[src/rtl/seq_square_pkg.sv]
// Shared widths, state encoding and the shift-add step for seq_square_check.
package seq_square_pkg;

  localparam int ROOT_W = 8;
  localparam int SQ_W   = 16;
  localparam int REM_W  = 9;
  localparam int ITER   = 8;
  localparam int CNT_W  = $clog2(ITER);

  typedef enum logic {
    IDLE = 1'b0,
    CALC = 1'b1
  } state_e;

  // One MSB-first shift-add multiply step; acc never exceeds 255*255.
  function automatic logic [SQ_W-1:0] sq_step(input logic [SQ_W-1:0]   acc,
                                               input logic [ROOT_W-1:0] root,
                                               input logic              root_bit);
    logic [SQ_W-1:0] addend;
    addend  = root_bit ? {{(SQ_W-ROOT_W){1'b0}}, root} : '0;
    sq_step = {acc[SQ_W-2:0], 1'b0} + addend;
  endfunction

endpackage

[src/rtl/sq_acc_reg.sv]
// Accumulator register for the sequential squarer: load-enable, async active-low clear.
module sq_acc_reg
  import seq_square_pkg::*;
(
  input  logic            clock,
  input  logic            reset,
  input  logic            en,
  input  logic [SQ_W-1:0] d,
  output logic [SQ_W-1:0] q
);

  logic [SQ_W-1:0] acc_q;

  always_ff @(posedge clock or negedge reset) begin
    if (!reset) begin
      acc_q <= '0;
    end else if (en) begin
      acc_q <= d;
    end
  end

  assign q = acc_q;

endmodule

[src/rtl/seq_square_check.sv]
// Sequential root*root squarer with optional floor-sqrt check (macro SEQ_SQUARE_CHECK_EN).
// Without the macro, remainder and ok are tied low and the radicand is not stored.
module seq_square_check
  import seq_square_pkg::*;
(
  input  logic              clock,
  input  logic              reset,
  input  logic              enable,
  input  logic              start,
  input  logic [ROOT_W-1:0] root,
  input  logic [SQ_W-1:0]   radicand,
  output logic              busy,
  output logic              done,
  output logic [SQ_W-1:0]   square,
  output logic [REM_W-1:0]  remainder,
  output logic              ok
);

  state_e            state_q, state_d;
  logic [CNT_W-1:0]  cnt_q, cnt_d;
  logic [ROOT_W-1:0] root_q, root_d;
  logic [SQ_W-1:0]   square_q, square_d;
  logic              done_q, done_d;
  logic [SQ_W-1:0]   acc_q, acc_d;
  logic              acc_en;
  logic [SQ_W-1:0]   step_acc;
  logic [CNT_W-1:0]  bit_idx;
  logic              last_step;

`ifdef SEQ_SQUARE_CHECK_EN
  logic [SQ_W-1:0]   radicand_q, radicand_d;
  logic [REM_W-1:0]  rem_q, rem_d;
  logic              ok_q, ok_d;
  logic [SQ_W:0]     diff;
`else
  logic              unused_radicand;
  assign unused_radicand = ^radicand;
`endif

  sq_acc_reg u_acc (
    .clock (clock),
    .reset (reset),
    .en    (acc_en),
    .d     (acc_d),
    .q     (acc_q)
  );

  always_ff @(posedge clock or negedge reset) begin
    if (!reset) begin
      state_q <= IDLE;
    end else begin
      state_q <= state_d;
    end
  end

  always_comb begin
    state_d = state_q;
    if (enable) begin
      case (state_q)
        IDLE:    if (start) state_d = CALC;
        CALC:    if (last_step) state_d = IDLE;
        default: state_d = IDLE;
      endcase
    end
  end

  // Root bits are consumed MSB-first, so the counter maps to bit 7 down to 0.
  assign bit_idx   = CNT_W'(ROOT_W - 1) - cnt_q;
  assign last_step = (cnt_q == CNT_W'(ITER - 1));
  assign step_acc  = sq_step(acc_q, root_q, root_q[bit_idx]);

`ifdef SEQ_SQUARE_CHECK_EN
  assign diff = {1'b0, radicand_q} - {1'b0, step_acc};
`endif

  always_comb begin
    cnt_d    = cnt_q;
    root_d   = root_q;
    square_d = square_q;
    done_d   = done_q;
    acc_d    = acc_q;
    acc_en   = 1'b0;
`ifdef SEQ_SQUARE_CHECK_EN
    radicand_d = radicand_q;
    rem_d      = rem_q;
    ok_d       = ok_q;
`endif
    if (enable) begin
      done_d = 1'b0;
      if (state_q == IDLE) begin
        if (start) begin
          root_d = root;
          cnt_d  = '0;
          acc_d  = '0;
          acc_en = 1'b1;
`ifdef SEQ_SQUARE_CHECK_EN
          radicand_d = radicand;
`endif
        end
      end else begin
        acc_d  = step_acc;
        acc_en = 1'b1;
        cnt_d  = cnt_q + CNT_W'(1);
        if (last_step) begin
          square_d = step_acc;
          done_d   = 1'b1;
`ifdef SEQ_SQUARE_CHECK_EN
          rem_d = diff[REM_W-1:0];
          // Exact floor root: no borrow and the leftover is at most 2*root.
          ok_d  = !diff[SQ_W] &&
                  (diff[SQ_W-1:0] <= {{(SQ_W-ROOT_W-1){1'b0}}, root_q, 1'b0});
`endif
        end
      end
    end
  end

  always_ff @(posedge clock or negedge reset) begin
    if (!reset) begin
      cnt_q    <= '0;
      root_q   <= '0;
      square_q <= '0;
      done_q   <= 1'b0;
`ifdef SEQ_SQUARE_CHECK_EN
      radicand_q <= '0;
      rem_q      <= '0;
      ok_q       <= 1'b0;
`endif
    end else begin
      cnt_q    <= cnt_d;
      root_q   <= root_d;
      square_q <= square_d;
      done_q   <= done_d;
`ifdef SEQ_SQUARE_CHECK_EN
      radicand_q <= radicand_d;
      rem_q      <= rem_d;
      ok_q       <= ok_d;
`endif
    end
  end

  always_comb begin
    busy   = (state_q == CALC);
    done   = done_q;
    square = square_q;
`ifdef SEQ_SQUARE_CHECK_EN
    remainder = rem_q;
    ok        = ok_q;
`else
    remainder = '0;
    ok        = 1'b0;
`endif
  end

endmodule

[config.mk]
export PLATFORM = sky130hd
export DESIGN_NAME = seq_square_check
export DESIGN_NICKNAME = d
export VERILOG_FILES = /design/src/rtl/seq_square_pkg.sv /design/src/rtl/sq_acc_reg.sv /design/src/rtl/seq_square_check.sv
export SDC_FILE = /design/constraint.sdc
export NUM_CORES = 1
export LEC_CHECK = 0
export BUFFER_PORTS_ARGS = -buffer_cell sky130_fd_sc_hd__buf_2
export CAP_MARGIN = 20
export CORE_ASPECT_RATIO = 0.9
export CORE_MARGIN = 2
export CORE_UTILIZATION = 45
export CTS_BUF_LIST = sky130_fd_sc_hd__clkbuf_8 sky130_fd_sc_hd__clkbuf_16
export CTS_CLUSTER_SIZE = 40
export DETAILED_ROUTE_END_ITERATION = 16
export HOLD_SLACK_MARGIN = 0.06
export PLACE_DENSITY = 0.79
export SYNTH_ARGS = -nofsm -noshare
export SYNTH_HDL_FRONTEND = slang
export SYNTH_SLANG_ARGS = --single-unit
[constraint.sdc]
create_clock -name clock -period 3.5 [get_ports clock]
set_input_delay 0.175 -clock clock [delete_from_list [all_inputs] [get_ports clock]]
set_output_delay 0.175 -clock clock [all_outputs]
set_load 0.05 [all_outputs]
==> results.tsv <==
stage	metric	value	unit
global_route	grt_max_degree	45	
power_and_ir_drop	p_clk_frac	0.166	
clocking	ctsLongestPathBuffers	2	
floorplanning	initial_cell_density_of_the_core	0.464	
timing	finalWorstPathRequiredPeriod	3.25	ns
route	drt_drc_violations_left	0	
timing	finalSetupTns	0	ns
floorplanning	core	4800	um2
clocking	clk_transition_reported_paths	0.09	ns
synthesis	yosysSeqAreaShare	0.494	
power_and_ir_drop	leakage_power_of_the_design	0.00124	uW
global_route	grt_util_met2	0.257	
power_and_ir_drop	power_switching_share	0.441	
setup_path	cpPeakStageDelay	0.62	ns
route	vias_per_instance	5.06	
setup_path	worst-setup-path-type	register to register	
synthesis	yosys_register_bits	44	
layout	final_cell_area	2550	um2
timing	worst_pin_slew	0.962	ns
synthesis	ys.flop_type	dfrtp_1	
clocking	cts_sinks	44	
timing	grt_setup_unrepaired	false	
placed_design	gp_congestion	0.811	
timing	post-route-worst-setup-slack	0.250	ns
synthesis	synth_top_family_by_area	compound AO/OA/AOI/OAI gates	
setup_path	critPathTopFamily	multiplexers	
synthesis	asyncSetResetFlopFracSynth	1.00	
synthesis	synth_largest_type_area_fraction	0.494	
synthesis	synth.cell_area	2230	um2
setup_path	critical_path_data_arrival_time	3.43	ns
layout	area_delta_synth_final	14.4	%
setup_path	path_buf_inv	0	
power_and_ir_drop	pwr_density_cell	986	nW/um2
placed_design	post_dp_cell_area	2400	um2
synthesis	syn_avg_cell_area	10.6	um2
power_and_ir_drop	power.combinational.fraction	0.482	
clocking	cts_tree	done	
clocking	insertion_delay	0.30	ns
synthesis	synth_compound_area_frac	0.132	
floorplanning	fp.dieW	78.2	um
setup_path	endpoint_kind	register	
run_status	status	completed	
hold_path	holdCritPathClass	primary input to register	
global_route	globalRoute.busiestLayer	met2	
setup_path	cp.required	3.68	ns
global_route	groute.usage.overall	0.171	
setup_path	crit_chain	mux4_1, mux2i_4, and2b_2, ha_1, fa_1, a211oi_2, o211ai_1, nand4_1, xor2_1, o21ai_0	
timing	clock_skew	0.00842	ns
layout	post_route_cells_drive_above_1_share	0.242	
route	drt-total-wl	4200	um
placed_design	dpl_worst_slack	0.124	ns
setup_path	reg2reg_slack	0.25	ns
timing	clock.fmax	308	MHz
placed_design	placement.io_buffers	29	
global_route	gr-total-overflow	0	
route	via_count	1565	
synthesis	synth.largest_area_cell	dfrtp_1	
global_route	grt_pass1_wl	7330	um
timing	whs	0.0926	ns
floorplanning	dieHeight	70.8	um
placed_design	placedCellCount	299	
clocking	clockRootBuffer	clkbuf_8	
timing	worst_slew_margin_rel	0.359	
global_route	use_met1	0.242	
layout	fill_count	457	
synthesis	synth_cells	210	
timing	drv_slew	0	
floorplanning	placementRows	24	
synthesis	synth_mux_area_frac	0.0842	
layout	layoutNonFillerInstCount	309	
power_and_ir_drop	net-switching-power	1110	uW
global_route	m3_gr_usage	0.0357	
setup_path	worst-path-max-fanout	8	
floorplanning	design.die.area	5530	um2
run	cap_violations	0	
timing	finalSetupViolations	0	
route	antenna_left	0	
clocking	cts_inserted_buffers	5	
power_and_ir_drop	sequentialPowerShare	0.352	
setup_path	critical_path.startpoint_type	register	
route	avgRoutedWirePerCell	13.6	um
placed_design	dp.final_hpwl	2940	um
power_and_ir_drop	intPower	1410	uW
layout	antennaDiodeCount	0	
synthesis	synth-warning-count	0	
floorplanning	boundaryPins	56	
global_route	grt_pass1_vias	1510	
route	drt_pass1_iterations	4	
timing	timing.final.hold_violations	0	
power_and_ir_drop	max-vdd-ir-drop	0.548	mV
setup_path	critical_path.slowest_cell	mux4_1	
route	drt_first_iter_violations	97	
synthesis	synth_edf_count	0	
clocking	h-tree-depth	2	
synthesis	post_synth_num_cell_types	32	
timing	min_period_over_period	0.929	
layout	layout.nets	281	
synthesis	synthXorXnorAreaFrac	0.0471	
synthesis	synthTopCellsByArea	dfrtp_1, o21ai_0, nand2_1	
synthesis	post_synthesis_simple_gate_area_fraction	0.132	
global_route	antenna_found_initial	0	
synthesis	post_synth_adder_cell_area	0.0595	
area by class of cell:
type	count	area, um2	area share
flip-flops and latches	44	1100	0.432
multi-input cells	156	1060	0.414
repair buffers	33	178	0.0697
clock buffers	6	82.6	0.0324
well taps	65	81.3	0.0319
clock inverters	2	38.8	0.0152
inverters	3	11.3	0.00442
per-layer routing:
layer	part of all wire	vias to the layer above	wire, um
li1	-	782	-
met1	0.50	748	2090
met2	0.45	27	1880
met3	0.035	8	146
met4	0.020	0	83
met5	0	-	0
synthesized netlist by cell type, types with 2 or more instances:
library cell	number
a21oi_1	7
mux4_1	2
nand4_1	5
ha_1	9
nand3b_1	2
a22o_1	4
nand2_1	34
buf_2	2
nor2_1	3
o21ai_0	30
and3_1	2
a211oi_1	2
o211ai_1	4
and2b_2	6
nand3_1	4
xnor2_1	3
mux2_2	10
a21o_1	2
inv_1	3
buf_4	10
clkbuf_1	4
dfrtp_1	44
xor2_1	9
worst paths after layout:
path                            start     endpoint  cells after the start
setup / recovery             cnt_q[0]  u_acc.q[13]                     10
hold reg to reg            square[15]   square[15]                      2
hold / removal                root[0]    root_q[0]                      2
setup reg to reg             cnt_q[0]  u_acc.q[13]                     10
min in group asynchronous       reset   square[11]                      2
max in group asynchronous       reset     cnt_q[0]                      2
stage by stage:
step / util / total power [uW]
floorplan: - / 1810
global placement: 0.501 / 2040
global route: 0.531 / 2710
finish: 0.531 / 2510
CTS: 0.528 / 2520
detailed placement: 0.501 / 2090
cells by family after synthesis:
| group | after synthesis |
|---|---|
| adder cells (fa/ha/maj) | 10 |
| XOR/XNOR | 12 |
| flip-flops | 44 |
| AO/OA/AOI/OAI | 51 |
| multiplexers | 13 |
| AND/OR/NAND/NOR | 60 |
| buffers and inverters | 19 |
| other | 1 |
power by group through the flow:
stage / Sequential [uW] / Combinational, uW / Clock [uW]
after floorplan: 1120 / 696 / 0
after CTS: 886 / 1210 / 424
after global routing: 923 / 1340 / 447
final: 886 / 1210 / 416
after detailed placement: 895 / 1200 / 0
after global placement: 882 / 1160 / 0
state kept, by name, indices dropped and copies added (netlist names):
name and count:
u_acc.q 15, busy 1, square 16, done 1
root_q 8, cnt_q 3
cells in the final DEF (no fill, tap or decap), types with 2 or more instances in the layout:
master and instances:
a21o_1 2, and2b_2 6, a21oi_1 7, mux2_2 10
a22o_1 4, nand3b_1 2, nand4_1 5, o211ai_1 4
xor2_1 9, mux4_1 2, buf_2 29, nand3_1 4
xnor2_1 3, o21ai_0 30, conb_1 10, inv_1 3
nand2_1 34, dfrtp_1 43, nor2_1 3, buf_4 3
clkbuf_8 6, ha_1 9, and3_1 2
what timing repair did:
item,CTS,global route
setup buffers,0,1
gates resized for setup,0,2
endpoints found under the setup margin,0,6
hold endpoints to repair,36,0
hold buffers,1,0
Power figures use the tool's default switching activity.
